### config.mk
export PLATFORM = sky130hd
export DESIGN_NAME = qdrc_bist
export DESIGN_NICKNAME = d
export VERILOG_FILES = /design/src/rtl/qdrc_bist.sv
export SDC_FILE = /design/constraint.sdc
export NUM_CORES = 1
export LEC_CHECK = 0
export BUFFER_PORTS_ARGS = -buffer_cell sky130_fd_sc_hd__buf_4
export CAP_MARGIN = 20
export CORE_ASPECT_RATIO = 2
export CORE_UTILIZATION = 30
export DETAILED_ROUTE_END_ITERATION = 8
export PLACE_DENSITY_LB_ADDON = 0.05
export SKIP_CTS_REPAIR_TIMING = 1
export SLEW_MARGIN = 20
export SYNTH_ARGS = -nofsm -noshare
export SYNTH_HDL_FRONTEND = slang
export SYNTH_SLANG_ARGS = --single-unit
### constraint.sdc
create_clock -name clk -period 4.7 [get_ports clk]
set_input_delay 0.47 -clock clk [delete_from_list [all_inputs] [get_ports clk]]
set_output_delay 0.47 -clock clk [all_outputs]
set_load 0.05 [all_outputs]
### src/rtl/qdrc_bist.sv
// Built-in self-test initiator for the QDR controller user port: writes a seeded
// address pattern over a range, reads it back in order and reports mismatches.
module qdrc_bist #(
  parameter int DATA_WIDTH     = 18,
  parameter int BW_WIDTH       = 2,
  parameter int ADDR_WIDTH     = 21,
  parameter int TIMEOUT_CYCLES = 1024
) (
  input  logic                    clk,
  input  logic                    reset_n,
  input  logic                    start,
  input  logic [2*DATA_WIDTH-1:0] seed,
  input  logic [ADDR_WIDTH-1:0]   addr_first,
  input  logic [ADDR_WIDTH-1:0]   addr_last,
  input  logic                    phy_rdy,
  output logic                    usr_wr_strb,
  output logic                    usr_rd_strb,
  output logic [ADDR_WIDTH-1:0]   usr_addr,
  output logic [2*DATA_WIDTH-1:0] usr_wr_data,
  output logic [2*BW_WIDTH-1:0]   usr_wr_be,
  input  logic [2*DATA_WIDTH-1:0] usr_rd_data,
  input  logic                    usr_rd_dvld,
  output logic                    busy,
  output logic                    done,
  output logic                    pass,
  output logic                    timeout,
  output logic [15:0]             err_count,
  output logic [ADDR_WIDTH-1:0]   first_err_addr
);

  localparam int WW = 2 * DATA_WIDTH;
  localparam int OW = ADDR_WIDTH + 1;
  localparam int TW = $clog2(TIMEOUT_CYCLES + 1);

  typedef enum logic [2:0] {
    S_IDLE, S_WAIT_RDY, S_WRITE, S_READ, S_DRAIN, S_DONE
  } state_t;

  state_t                r_state;
  logic [WW-1:0]         r_seed;
  logic [ADDR_WIDTH-1:0] r_last;
  logic [ADDR_WIDTH-1:0] r_waddr;
  logic [ADDR_WIDTH-1:0] r_raddr;
  logic [ADDR_WIDTH-1:0] r_eaddr;
  logic [OW-1:0]         r_outstanding;
  logic [TW-1:0]         r_timer;
  logic                  r_err_seen;
  logic                  r_wr_strb;
  logic                  r_rd_strb;
  logic [ADDR_WIDTH-1:0] r_addr;
  logic [WW-1:0]         r_wr_data;
  logic                  r_busy;
  logic                  r_done;
  logic                  r_pass;
  logic                  r_timeout;
  logic [15:0]           r_err_count;
  logic [ADDR_WIDTH-1:0] r_first_err_addr;

  logic                  w_checking;
  logic                  w_issue_rd;
  logic                  w_rd_ok;
  logic                  w_spurious;
  logic                  w_mismatch;
  logic                  w_err_inc;
  logic [15:0]           w_err_next;
  logic [OW-1:0]         w_outstanding_next;
  logic [TW-1:0]         w_timer_next;
  logic                  w_timer_expired;

  // Low address bits, zero-extended or truncated to one QDR word, mirrored and seeded.
  function automatic logic [WW-1:0] pattern(input logic [ADDR_WIDTH-1:0] a,
                                            input logic [WW-1:0] s);
    logic [DATA_WIDTH-1:0] l;
    l = DATA_WIDTH'(a);
    return {~l, l} ^ s;
  endfunction

  assign w_checking         = (r_state == S_READ) || (r_state == S_DRAIN);
  assign w_issue_rd         = (r_state == S_READ) && phy_rdy;
  assign w_rd_ok            = w_checking && usr_rd_dvld && (r_outstanding != '0);
  assign w_spurious         = w_checking && usr_rd_dvld && (r_outstanding == '0);
  assign w_mismatch         = w_rd_ok && (usr_rd_data != pattern(r_eaddr, r_seed));
  assign w_err_inc          = w_mismatch || w_spurious;
  assign w_err_next         = (w_err_inc && (r_err_count != 16'hFFFF)) ? r_err_count + 16'd1
                                                                       : r_err_count;
  assign w_outstanding_next = r_outstanding + OW'(w_issue_rd) - OW'(w_rd_ok);
  // Only time gaps while something is actually owed by the controller.
  assign w_timer_next       = (usr_rd_dvld || (r_outstanding == '0)) ? '0 :
                              (r_timer == TW'(TIMEOUT_CYCLES))       ? r_timer :
                                                                       r_timer + TW'(1);
  assign w_timer_expired    = (w_timer_next == TW'(TIMEOUT_CYCLES));

  assign usr_wr_strb    = r_wr_strb;
  assign usr_rd_strb    = r_rd_strb;
  assign usr_addr       = r_addr;
  assign usr_wr_data    = r_wr_data;
  assign usr_wr_be      = '1;
  assign busy           = r_busy;
  assign done           = r_done;
  assign pass           = r_pass;
  assign timeout        = r_timeout;
  assign err_count      = r_err_count;
  assign first_err_addr = r_first_err_addr;

  always_ff @(posedge clk) begin
    if (!reset_n) begin
      r_state          <= S_IDLE;
      r_seed           <= '0;
      r_last           <= '0;
      r_waddr          <= '0;
      r_raddr          <= '0;
      r_eaddr          <= '0;
      r_outstanding    <= '0;
      r_timer          <= '0;
      r_err_seen       <= 1'b0;
      r_wr_strb        <= 1'b0;
      r_rd_strb        <= 1'b0;
      r_addr           <= '0;
      r_wr_data        <= '0;
      r_busy           <= 1'b0;
      r_done           <= 1'b0;
      r_pass           <= 1'b0;
      r_timeout        <= 1'b0;
      r_err_count      <= '0;
      r_first_err_addr <= '0;
    end else begin
      r_wr_strb <= 1'b0;
      r_rd_strb <= 1'b0;
      if (w_checking) begin
        r_outstanding <= w_outstanding_next;
        r_timer       <= w_timer_next;
        r_err_count   <= w_err_next;
        if (w_rd_ok) r_eaddr <= r_eaddr + ADDR_WIDTH'(1);
        if (w_mismatch && !r_err_seen) begin
          r_first_err_addr <= r_eaddr;
          r_err_seen       <= 1'b1;
        end
      end
      case (r_state)
        S_IDLE, S_DONE: begin
          if (start) begin
            r_seed           <= seed;
            r_last           <= addr_last;
            r_waddr          <= addr_first;
            r_raddr          <= addr_first;
            r_eaddr          <= addr_first;
            r_outstanding    <= '0;
            r_timer          <= '0;
            r_err_seen       <= 1'b0;
            r_err_count      <= '0;
            r_first_err_addr <= '0;
            r_timeout        <= 1'b0;
            r_pass           <= 1'b0;
            r_done           <= 1'b0;
            r_busy           <= 1'b1;
            r_state          <= S_WAIT_RDY;
          end
        end
        // The first write issues on the same edge that leaves WAIT_RDY.
        S_WAIT_RDY, S_WRITE: begin
          if (phy_rdy) begin
            r_wr_strb <= 1'b1;
            r_addr    <= r_waddr;
            r_wr_data <= pattern(r_waddr, r_seed);
            r_waddr   <= r_waddr + ADDR_WIDTH'(1);
            if (r_waddr == r_last) r_state <= S_READ;
            else                   r_state <= S_WRITE;
          end
        end
        S_READ: begin
          if (phy_rdy) begin
            r_rd_strb <= 1'b1;
            r_addr    <= r_raddr;
            r_raddr   <= r_raddr + ADDR_WIDTH'(1);
            if (r_raddr == r_last) r_state <= S_DRAIN;
          end
        end
        S_DRAIN: begin
          if (r_outstanding == '0) begin
            r_state <= S_DONE;
            r_busy  <= 1'b0;
            r_done  <= 1'b1;
            r_pass  <= (w_err_next == 16'd0) && !r_timeout;
          end else if (w_timer_expired) begin
            r_state   <= S_DONE;
            r_busy    <= 1'b0;
            r_done    <= 1'b1;
            r_timeout <= 1'b1;
            r_pass    <= 1'b0;
          end
        end
        default: r_state <= S_IDLE;
      endcase
    end
  end

endmodule

==> results_dict.tcl <==
set metrics [dict create \
    outcome "finished, final reports clean" \
    numCtsBuffers 27 \
    yosysWarnings 0 \
    synth-edff-count 0 \
    finalHoldViolCount 0 \
    power_density_nw_per_um2 667 \
    post-route-util 0.366 \
    avgViaCountPerCell 5.09 \
    grt_usage 0.239 \
    switching_share 0.468 \
    diodes 0 \
    placed_area_um2 16200 \
    slew_headroom 0.310 \
    yosysTopAreaCellShare 0.365 \
    die_y_um 309 \
    crit_chain "nor2_1 -> and2_1 -> o21ai_0 -> nor2_1 -> xnor2_1 -> ha_1 -> fa_1 -> a21oi_1 -> o21bai_1 -> a21bo_2 -> a31oi_1 -> a2111oi_0 -> o31ai_1 -> xnor2_1 -> nand2_1 -> a21oi_1" \
    clock_latency_ns 0.56 \
    clock_sinks 257 \
    dpl.hpwl_um 44400 \
    rsz0062_at_grt "false" \
    ios 223 \
    final_cell_area_um2 17000 \
    critPathLaunchType "flip-flop" \
    fmax_mhz 239 \
    peakVddDrop_uv 588 \
    row_count 112 \
    die_w_um 155 \
    fin_crit_sh 0.889 \
    antenna_left 0 \
    grt-ovfl-total 0 \
    synthFlopType "dfxtp_1" \
    die_area_um2 47900 \
    power_frac_comb 0.507 \
    grt_first_pass_wirelength_um 84500 \
    clockPowerShare 0.187 \
    maxCapViolations 0 \
    period_minus_slack_ns 4.18 \
    synthesis.area_um2 14100 \
    core_area_um2 46500 \
    cp-end-kind "flip-flop" \
    cp_data_arrival_time_ns 4.65 \
    slew_violations 0 \
    synth_cells 1789 \
    setup_viol 0 \
    grt_pass1_vias 13200 \
    synth_area_per_cell_um2 7.88 \
    max_stage_delay_ns 0.66 \
    first_pass_iters 5 \
    synthTopCellsByCount "nand2_1 (261), dfxtp_1 (257), nor2_1 (233)" \
    yosysTopAreaCell "dfxtp_1" \
    switching_power_mw 5.32 \
    layout.nets 2089 \
    place.gp.congestion 0.923 \
    async_reset_ff_frac 0 \
    clock_skew_ns 0.0143 \
    portBuffers 218 \
    synth.most_common_cell "nand2_1" \
    cts_tree "yes" \
    clkTransAtPathRegs_ns 0.06 \
    area_growth_pct 20.9 \
    setup-tns-final_ns 0 \
    p_seq_frac 0.307 \
    wl_per_cell_um 22.4 \
    worstMarginPinSlew_ns 1.03 \
    yosys_register_bits 257 \
    grt_max_degree 94 \
    vias 13100 \
    layout-drive-gt1-share 0.159 \
    critPathMaxFanout 16 \
    synth.area.top_cells "dfxtp_1 (36%), xnor2_1 (7.5%), nand2_1 (7.0%), nor2_1 (6.2%), a21oi_1 (5.5%)" \
    cts_htree_levels 1 \
    clock-root-buffer "clkbuf_16" \
    slowest_stage "dfxtp_1" \
    path_class "reg -> reg" \
    drtIter0Drc 596 \
    initial_utilization 0.303 \
    cp.required_ns 5.17 \
    finalWirelength_um 57700 \
    antenna_found_initial 0 \
    route.detailed.drc 0 \
    ys_types 75 \
    clock_path_buffers 3 \
    hp-class "in -> reg" \
    intPower_mw 6.05 \
    seq_area_frac_synth 0.365 \
    leakage_nw 6.44 \
]
==> cell type report <==
type	instances	area [um^2]
inverters	39	151
repair buffers	248	1860
flip-flops and latches	257	5140
clock inverters	7	66.3
clock buffers	39	761
well taps	627	785
fillers	5044	29500
multi-input cells	1359	8270
==> cell usage in the layout (no fill, tap or decap), types with 27 or more instances in the layout <==
cell type | netlist | final
clkbuf_16 | 0 | 27
dfxtp_1 | 257 | 257
nor2_1 | 233 | 229
nand4_1 | 31 | 31
a211oi_1 | 58 | 58
mux2i_1 | 46 | 46
buf_4 | 5 | 248
nand3_1 | 34 | 34
inv_1 | 38 | 38
xnor2_1 | 120 | 120
nand2_1 | 261 | 259
xor2_1 | 59 | 59
ha_1 | 37 | 37
a21oi_1 | 154 | 153
o21ai_0 | 59 | 59
nor3_1 | 38 | 38
==> flip-flops by register name (all words and copies together) (netlist names), 3 cells and up <==
signal / count
r_seed: 36
usr_wr_data: 36
r_outstanding: 22
first_err_addr: 21
r_eaddr: 21
r_last: 21
r_raddr: 21
r_waddr: 21
usr_addr: 21
err_count: 16
r_timer: 11
r_state: 3
==> final timing paths <==
| kind | start | end | slack [ns] | cells past startpoint |
|---|---|---|---|---|
| hold / removal | addr_last[2] | r_last[2] | 0.16 | 3 |
| setup / recovery | r_state[1] | r_outstanding[20] | 0.52 | 16 |
| setup reg to reg | r_state[1] | r_outstanding[20] | 0.52 | 16 |
| hold reg to reg | r_outstanding[20] | r_outstanding[20] | 0.47 | 2 |
==> power groups by stage <==
stage | registers (mW) | logic, mW | clock network (mW)
after floorplan | 3.57 | 3.83 | 0
after global placement | 3.53 | 5.82 | 0
after detailed placement | 3.54 | 5.83 | 0
after CTS | 3.49 | 5.85 | 2.19
after global routing | 3.54 | 6.30 | 2.28
final | 3.48 | 5.76 | 2.13
==> per-layer routing <==
layer  part of all wire  vias up  wire length (um)  track usage
li1                   -     6426                 -            -
met1               0.36     6255             20700        0.242
met2               0.55      322             31900        0.473
met3              0.035      105              2010       0.0228
met4              0.055        0              3160        0.129
met5                  0        -                 0            0
==> worst max-delay path, delay by kind of cell (launching register included) <==
kind	cells	cell delay (ns)
xor+xnor	2	0.32
compound gates	8	1.88
simple gates	4	0.57
fa+ha+maj	2	0.64
flops	1	0.66
==> logic make-up (layout without fill, tap and decap cells) <==
group,after synthesis,in the layout,share of synthesized area
AO/OA/AOI/OAI,373,373,0.165
XOR/XNOR,187,187,0.124
adder cells (fa/ha/maj),38,38,0.0343
buffers and inverters,176,333,0.0517
flip-flops,257,257,0.365
multiplexers,46,46,0.0327
other,1,4,0.000266
AND/OR/NAND/NOR,711,711,0.227
==> through the flow <==
step / std cells / hold WS (ns) / setup WS (ns) / power (mW)
after floorplan: 1792 / 0.432 / 1.11 / 7.40
after global placement: 2530 / 0.450 / 0.537 / 9.35
after detailed placement: 2530 / 0.453 / 0.513 / 9.37
after CTS: 2576 / 0.134 / 0.503 / 11.5
after global routing: 2576 / 0.152 / 0.216 / 12.1
final: 2576 / 0.162 / 0.522 / 11.4
No activity file was read; power rests on OpenSTA's default activity.
